==> src/rtl/hazard_ctrl.sv <==
// hazard_ctrl: pipeline hazard and halt sequencing for a five-stage core.
// Drives the stage-register enables and bubble-insert controls from the
// load-use, jump, halt and memory wait-state conditions.
// Optional build macro HAZARD_CTRL_PERF_EN adds 16-bit saturating event
// counters (stall_cnt, flush_cnt, busy_cnt).
//
// state   | meaning
// --------+-------------------------------------------------------------
// RUN     | normal issue; handles load-use stalls and jump flushes
// DRAIN   | halt has left EX; older instructions retire, younger squashed
// HALTED  | core stopped, waiting for resume
// RESTART | one cycle refetch with IF/ID and ID/EX flushed
module hazard_ctrl (
    input  logic       clk,
    input  logic       reset,
    input  logic       jump,
    input  logic       is_halt_ex,
    input  logic       regwrite_ex,
    input  logic       from_main_mem_ex,
    input  logic [2:0] regwrite_adr_ex,
    input  logic [2:0] rs_id,
    input  logic [2:0] rt_id,
    input  logic       use_rs_id,
    input  logic       use_rt_id,
    input  logic       mem_busy,
    input  logic       resume,
    output logic       en_pc,
    output logic       en_ifid,
    output logic       en_idex,
    output logic       en_exmem,
    output logic       en_memwb,
    output logic       flush_ifid,
    output logic       flush_idex,
    output logic       flush_exmem,
    output logic       flush_memwb,
    output logic       halted,
    output logic       flushed
`ifdef HAZARD_CTRL_PERF_EN
    ,
    output logic [15:0] stall_cnt,
    output logic [15:0] flush_cnt,
    output logic [15:0] busy_cnt
`endif
);

    typedef enum logic [1:0] {
        S_RUN     = 2'd0,
        S_DRAIN   = 2'd1,
        S_HALTED  = 2'd2,
        S_RESTART = 2'd3
    } state_t;

    state_t     state_q, state_d;
    logic [1:0] drain_q, drain_d;
    logic       load_use;
    logic       stall_ev;
    logic       jflush_ev;

    assign load_use = from_main_mem_ex & regwrite_ex &
                      ((use_rs_id & (rs_id == regwrite_adr_ex)) |
                       (use_rt_id & (rt_id == regwrite_adr_ex)));

    // State and drain counter registers.
    always_ff @(posedge clk or posedge reset) begin
        if (reset) begin
            state_q <= S_RUN;
            drain_q <= 2'd0;
        end else begin
            state_q <= state_d;
            drain_q <= drain_d;
        end
    end

    // Next-state logic and all outputs, decoded from state and live inputs.
    always_comb begin
        state_d     = state_q;
        drain_d     = drain_q;
        en_pc       = 1'b0;
        en_ifid     = 1'b0;
        en_idex     = 1'b0;
        en_exmem    = 1'b0;
        en_memwb    = 1'b0;
        flush_ifid  = 1'b0;
        flush_idex  = 1'b0;
        flush_exmem = 1'b0;
        flush_memwb = 1'b0;
        halted      = (state_q == S_HALTED);
        flushed     = 1'b0;
        stall_ev    = 1'b0;
        jflush_ev   = 1'b0;

        if (reset) begin
            // Everything frozen and every stage register loading a bubble.
            flush_ifid  = 1'b1;
            flush_idex  = 1'b1;
            flush_exmem = 1'b1;
            flush_memwb = 1'b1;
            halted      = 1'b0;
        end else if (mem_busy) begin
            // Wait state: freeze the whole pipe, state and counter hold.
        end else begin
            unique case (state_q)
                S_RUN: begin
                    if (is_halt_ex) begin
                        en_exmem   = 1'b1;
                        en_memwb   = 1'b1;
                        en_idex    = 1'b1;
                        flush_idex = 1'b1;
                        state_d    = S_DRAIN;
                        drain_d    = 2'd2;
                    end else if (jump) begin
                        en_pc      = 1'b1;
                        en_ifid    = 1'b1;
                        en_idex    = 1'b1;
                        en_exmem   = 1'b1;
                        en_memwb   = 1'b1;
                        flush_ifid = 1'b1;
                        flush_idex = 1'b1;
                        flushed    = 1'b1;
                        jflush_ev  = 1'b1;
                    end else if (load_use) begin
                        en_idex    = 1'b1;
                        flush_idex = 1'b1;
                        en_exmem   = 1'b1;
                        en_memwb   = 1'b1;
                        stall_ev   = 1'b1;
                    end else begin
                        en_pc    = 1'b1;
                        en_ifid  = 1'b1;
                        en_idex  = 1'b1;
                        en_exmem = 1'b1;
                        en_memwb = 1'b1;
                    end
                end
                S_DRAIN: begin
                    // Halt moves through MEM and WB; bubbles fill in behind it.
                    en_idex     = 1'b1;
                    flush_idex  = 1'b1;
                    en_exmem    = 1'b1;
                    en_memwb    = 1'b1;
                    flush_exmem = 1'b1;
                    drain_d     = drain_q - 2'd1;
                    if (drain_q <= 2'd1) begin
                        drain_d = 2'd0;
                        state_d = S_HALTED;
                    end
                end
                S_HALTED: begin
                    if (resume) begin
                        state_d = S_RESTART;
                    end
                end
                S_RESTART: begin
                    en_pc      = 1'b1;
                    en_ifid    = 1'b1;
                    en_idex    = 1'b1;
                    en_exmem   = 1'b1;
                    en_memwb   = 1'b1;
                    flush_ifid = 1'b1;
                    flush_idex = 1'b1;
                    state_d    = S_RUN;
                end
                default: begin
                    state_d = S_RUN;
                end
            endcase
        end
    end

`ifdef HAZARD_CTRL_PERF_EN
    logic [15:0] stall_cnt_q, flush_cnt_q, busy_cnt_q;

    // Saturating event counters, frozen while the core reports halted.
    always_ff @(posedge clk or posedge reset) begin
        if (reset) begin
            stall_cnt_q <= 16'd0;
            flush_cnt_q <= 16'd0;
            busy_cnt_q  <= 16'd0;
        end else if (!halted) begin
            if (stall_ev && (stall_cnt_q != 16'hFFFF)) begin
                stall_cnt_q <= stall_cnt_q + 16'd1;
            end
            if (jflush_ev && (flush_cnt_q != 16'hFFFF)) begin
                flush_cnt_q <= flush_cnt_q + 16'd1;
            end
            if (mem_busy && (busy_cnt_q != 16'hFFFF)) begin
                busy_cnt_q <= busy_cnt_q + 16'd1;
            end
        end
    end

    assign stall_cnt = stall_cnt_q;
    assign flush_cnt = flush_cnt_q;
    assign busy_cnt  = busy_cnt_q;
`endif

endmodule

==> config.mk <==
export PLATFORM = sky130hd
export DESIGN_NAME = hazard_ctrl
export DESIGN_NICKNAME = d
export VERILOG_FILES = /design/src/rtl/hazard_ctrl.sv
export SDC_FILE = /design/constraint.sdc
export NUM_CORES = 1
export LEC_CHECK = 0
export ABC_AREA = 1
export BUFFER_PORTS_ARGS = -buffer_cell sky130_fd_sc_hd__buf_2
export CAP_MARGIN = 0
export CORE_MARGIN = 3
export CORE_UTILIZATION = 37
export CTS_CLUSTER_DIAMETER = 30
export DETAILED_ROUTE_END_ITERATION = 8
export GPL_ROUTABILITY_DRIVEN = 1
export PLACE_DENSITY = 0.84
export SLEW_MARGIN = 20
export SYNTH_ARGS = -nofsm -noshare
export SYNTH_HDL_FRONTEND = slang
export SYNTH_SLANG_ARGS = --single-unit
==> constraint.sdc <==
create_clock -name clk -period 1.4 [get_ports clk]
set_input_delay 0.07 -clock clk [delete_from_list [all_inputs] [get_ports clk]]
set_output_delay 0.07 -clock clk [all_outputs]
set_load 0.01 [all_outputs]
==> results.cfg <==
[logic_synthesis]
syn_inst = 92
synth_common_cells = nand2_1 (33), inv_1 (18), nor2_1 (17), o21ai_0 (5)
syn-cell-area_um2 = 499.2
synth_area_leaders = nand2_1 (25%), dfrtp_1 (20%), inv_1 (14%)
yosys_warnings = 0
syn_nets = 115
ys_seq_elements = 4
yosysSeqAreaShare_pct = 20.05
yosys.area.top_type = nand2_1
synth_most_common_cell = nand2_1
async_reset_ff_share_pct = 100.0
synth_top_area_share_pct = 24.81
syn_avg_cell_area_um2 = 5.426
synth_edf_count = 0
synthFlopType = dfrtp_1
synth_cell_type_count = 11

[sta]
maxSlewHeadroom_pct = 82.38
rsz0062_at_grt = yes
clock_skew_ps = 0.8532
fin_crit_sh_pct = 106.0
min_period_ps = 1484
setup_viol = 4
whs_ps = 313.9
setup_ws_ps = -84.41
max_freq_mhz = 673.7
hold_violations = 0
worst_pin_slew_ps = 262.5
drv_slew = 0

[place]
dp_hpwl_mm = 1.143
io_buffers = 29
place.gp.congestion = 0.7872

[clock_tree]
cts_tree = done
cts_root_buf = clkbuf_4
clock_path_buffers = 2
htree_levels = 1
clock_latency_ps = 220
cts_buffers = 3
clk_pin_slew_ps = 30
cts_sinks = 4

[global_routing]
grt_max_degree = 8
track_usage_pct = 14.60
grt_pass1_vias = 597
grt_pass1_wl_mm = 2.145
antenna_found_initial = 0
grt-ovfl-total = 0

[setup_path]
crit_type = register to output pin
crit_required_ps = 1330
crit_chain = inv_2 -> ha_4 -> nor2_4 -> nand3_1 -> a21oi_2 -> buf_2
critPathMaxFanout = 2
cp-end-kind = output pin
crit_slowest_cell = dfrtp_1
start_kind = register
arrival_ps = 1410
slowest_delay_ps = 370

[finish]
drive_above_1_share_pct = 42.97
diodes = 0
final_core_util_pct = 68.78
nets = 153
area_delta_synth_final_pct = 63.41

[run_status]
outcome = finished with violations
violations = negative setup slack

[floorplan]
die-area_um2 = 1826
die_h_um = 42.73
core.rowCount = 12
ios = 30
core-area_um2 = 1186
fp.dieW_um = 42.73
start_util_pct = 42.09

[drt]
highest_layer = met3
drc = 0
drtIter0Drc = 8
met3_length_um = 51
vias = 625
routed_wirelength_mm = 1.359
via_per_inst = 4.401
wire_per_inst_um = 9.570
wl_met2_um = 736
ant_nets = 0
first_pass_iters = 4
drt-met1-wl_um = 571

[power_and_ir_drop]
vdd_drop_max_mv = 1.104
p_leak_nw = 0.4829
power_density_nw_per_um2 = 1461

[flow_run]
cap_violations = 0

[min_path]
hold_class = input pin to register
-- flip-flops by register name, summed over array words and instances, names as in the netlist --
signal   flops
drain_q      2
state_q      2
-- area by class of cell --
cell class | instances | area [um^2]
clock buffer | 3 | 22.52
fill | 111 | 370.4
inverter | 18 | 67.56
multi-input combinational | 66 | 377.9
sequential | 4 | 100.1
tap | 14 | 17.52
timing repair buffer | 37 | 230.2
-- where the power goes --
group	total (W)	switching (W)	leakage (nW)	internal [W]
clock network	0.000132	0.0000370	0.0138	0.0000952
logic	0.000860	0.000440	0.419	0.000420
registers	0.000200	0.0000346	0.0502	0.000165
-- stage by stage --
stage          total power, W  cells  TNS, ps  area (um^2)  worst slack [ps]
4_1_cts              0.001127    142   -489.0        793.3            -152.3
6_report             0.001192    142   -248.9        815.8            -84.41
5_1_grt              0.001307    142   -989.7        815.8            -176.7
3_3_place_gp        0.0007581    135        0        670.6             63.42
2_1_floorplan       0.0005661     92        0        508.0             1.151
3_5_place_dp        0.0007902    135   -27.21        670.6            -15.48
-- worst paths after layout --
kind,from,depth (start not counted),slack (ps),end
hold reg to reg,drain_q[0],2,520,drain_q[0]
hold / removal,resume,4,310,state_q[0]
min in group asynchronous,reset,3,360,drain_q[0]
setup / recovery,state_q[0],6,-80,en_ifid
setup reg to reg,state_q[0],8,70,state_q[0]
max in group asynchronous,reset,3,830,state_q[0]
-- routing by layer --
| layer | GRT usage, % | vias up |
|---|---|---|
| li1 | - | 342 |
| met1 | 15.38 | 271 |
| met2 | 30.54 | 12 |
| met3 | 0 | 0 |
| met4 | 3.727 | 0 |
| met5 | 0 | - |
-- timing repair --
item | 4_1_cts | 5_1_grt
pin swaps | 7 | 6
endpoints found under the setup margin | 9 | 11
hold buffers | 1 | 0
gates resized for setup | 18 | 6
setup buffers | 4 | 0
endpoints found under the hold margin | 4 | 0
cloned | 0 | 0
-- placed cells by master (no fill, tap or decap), types with 3 or more instances in the layout --
cell      netlist  routed
inv_1          18      15
buf_2           0      26
clkbuf_4        0       3
o21ai_1         3       5
nor2_1         17      12
buf_6           0       4
o21ai_0         5       3
nand2_1        33      30
nand2_2         0       3
buf_4           4       6
dfrtp_1         4       4
inv_2           0       3
nor2_4          0       3
ha_4            0       3
-- critical path, delay by kind of cell, from the launching register on --
family | cells | cell delay [ps]
AO/OA/AOI/OAI | 1 | 160
adder cells (fa/ha/maj) | 1 | 210
buffers and inverters | 2 | 220
flip-flops | 1 | 370
AND/OR/NAND/NOR | 2 | 220
-- logic make-up after synthesis --
group	after synthesis	share of synthesized area, %
flops	4	20.05
simple gates	52	39.60
fa+ha+maj	4	10.03
compound gates	10	10.77
buf+inv	22	19.55
(Power assumes the default switching activity.)
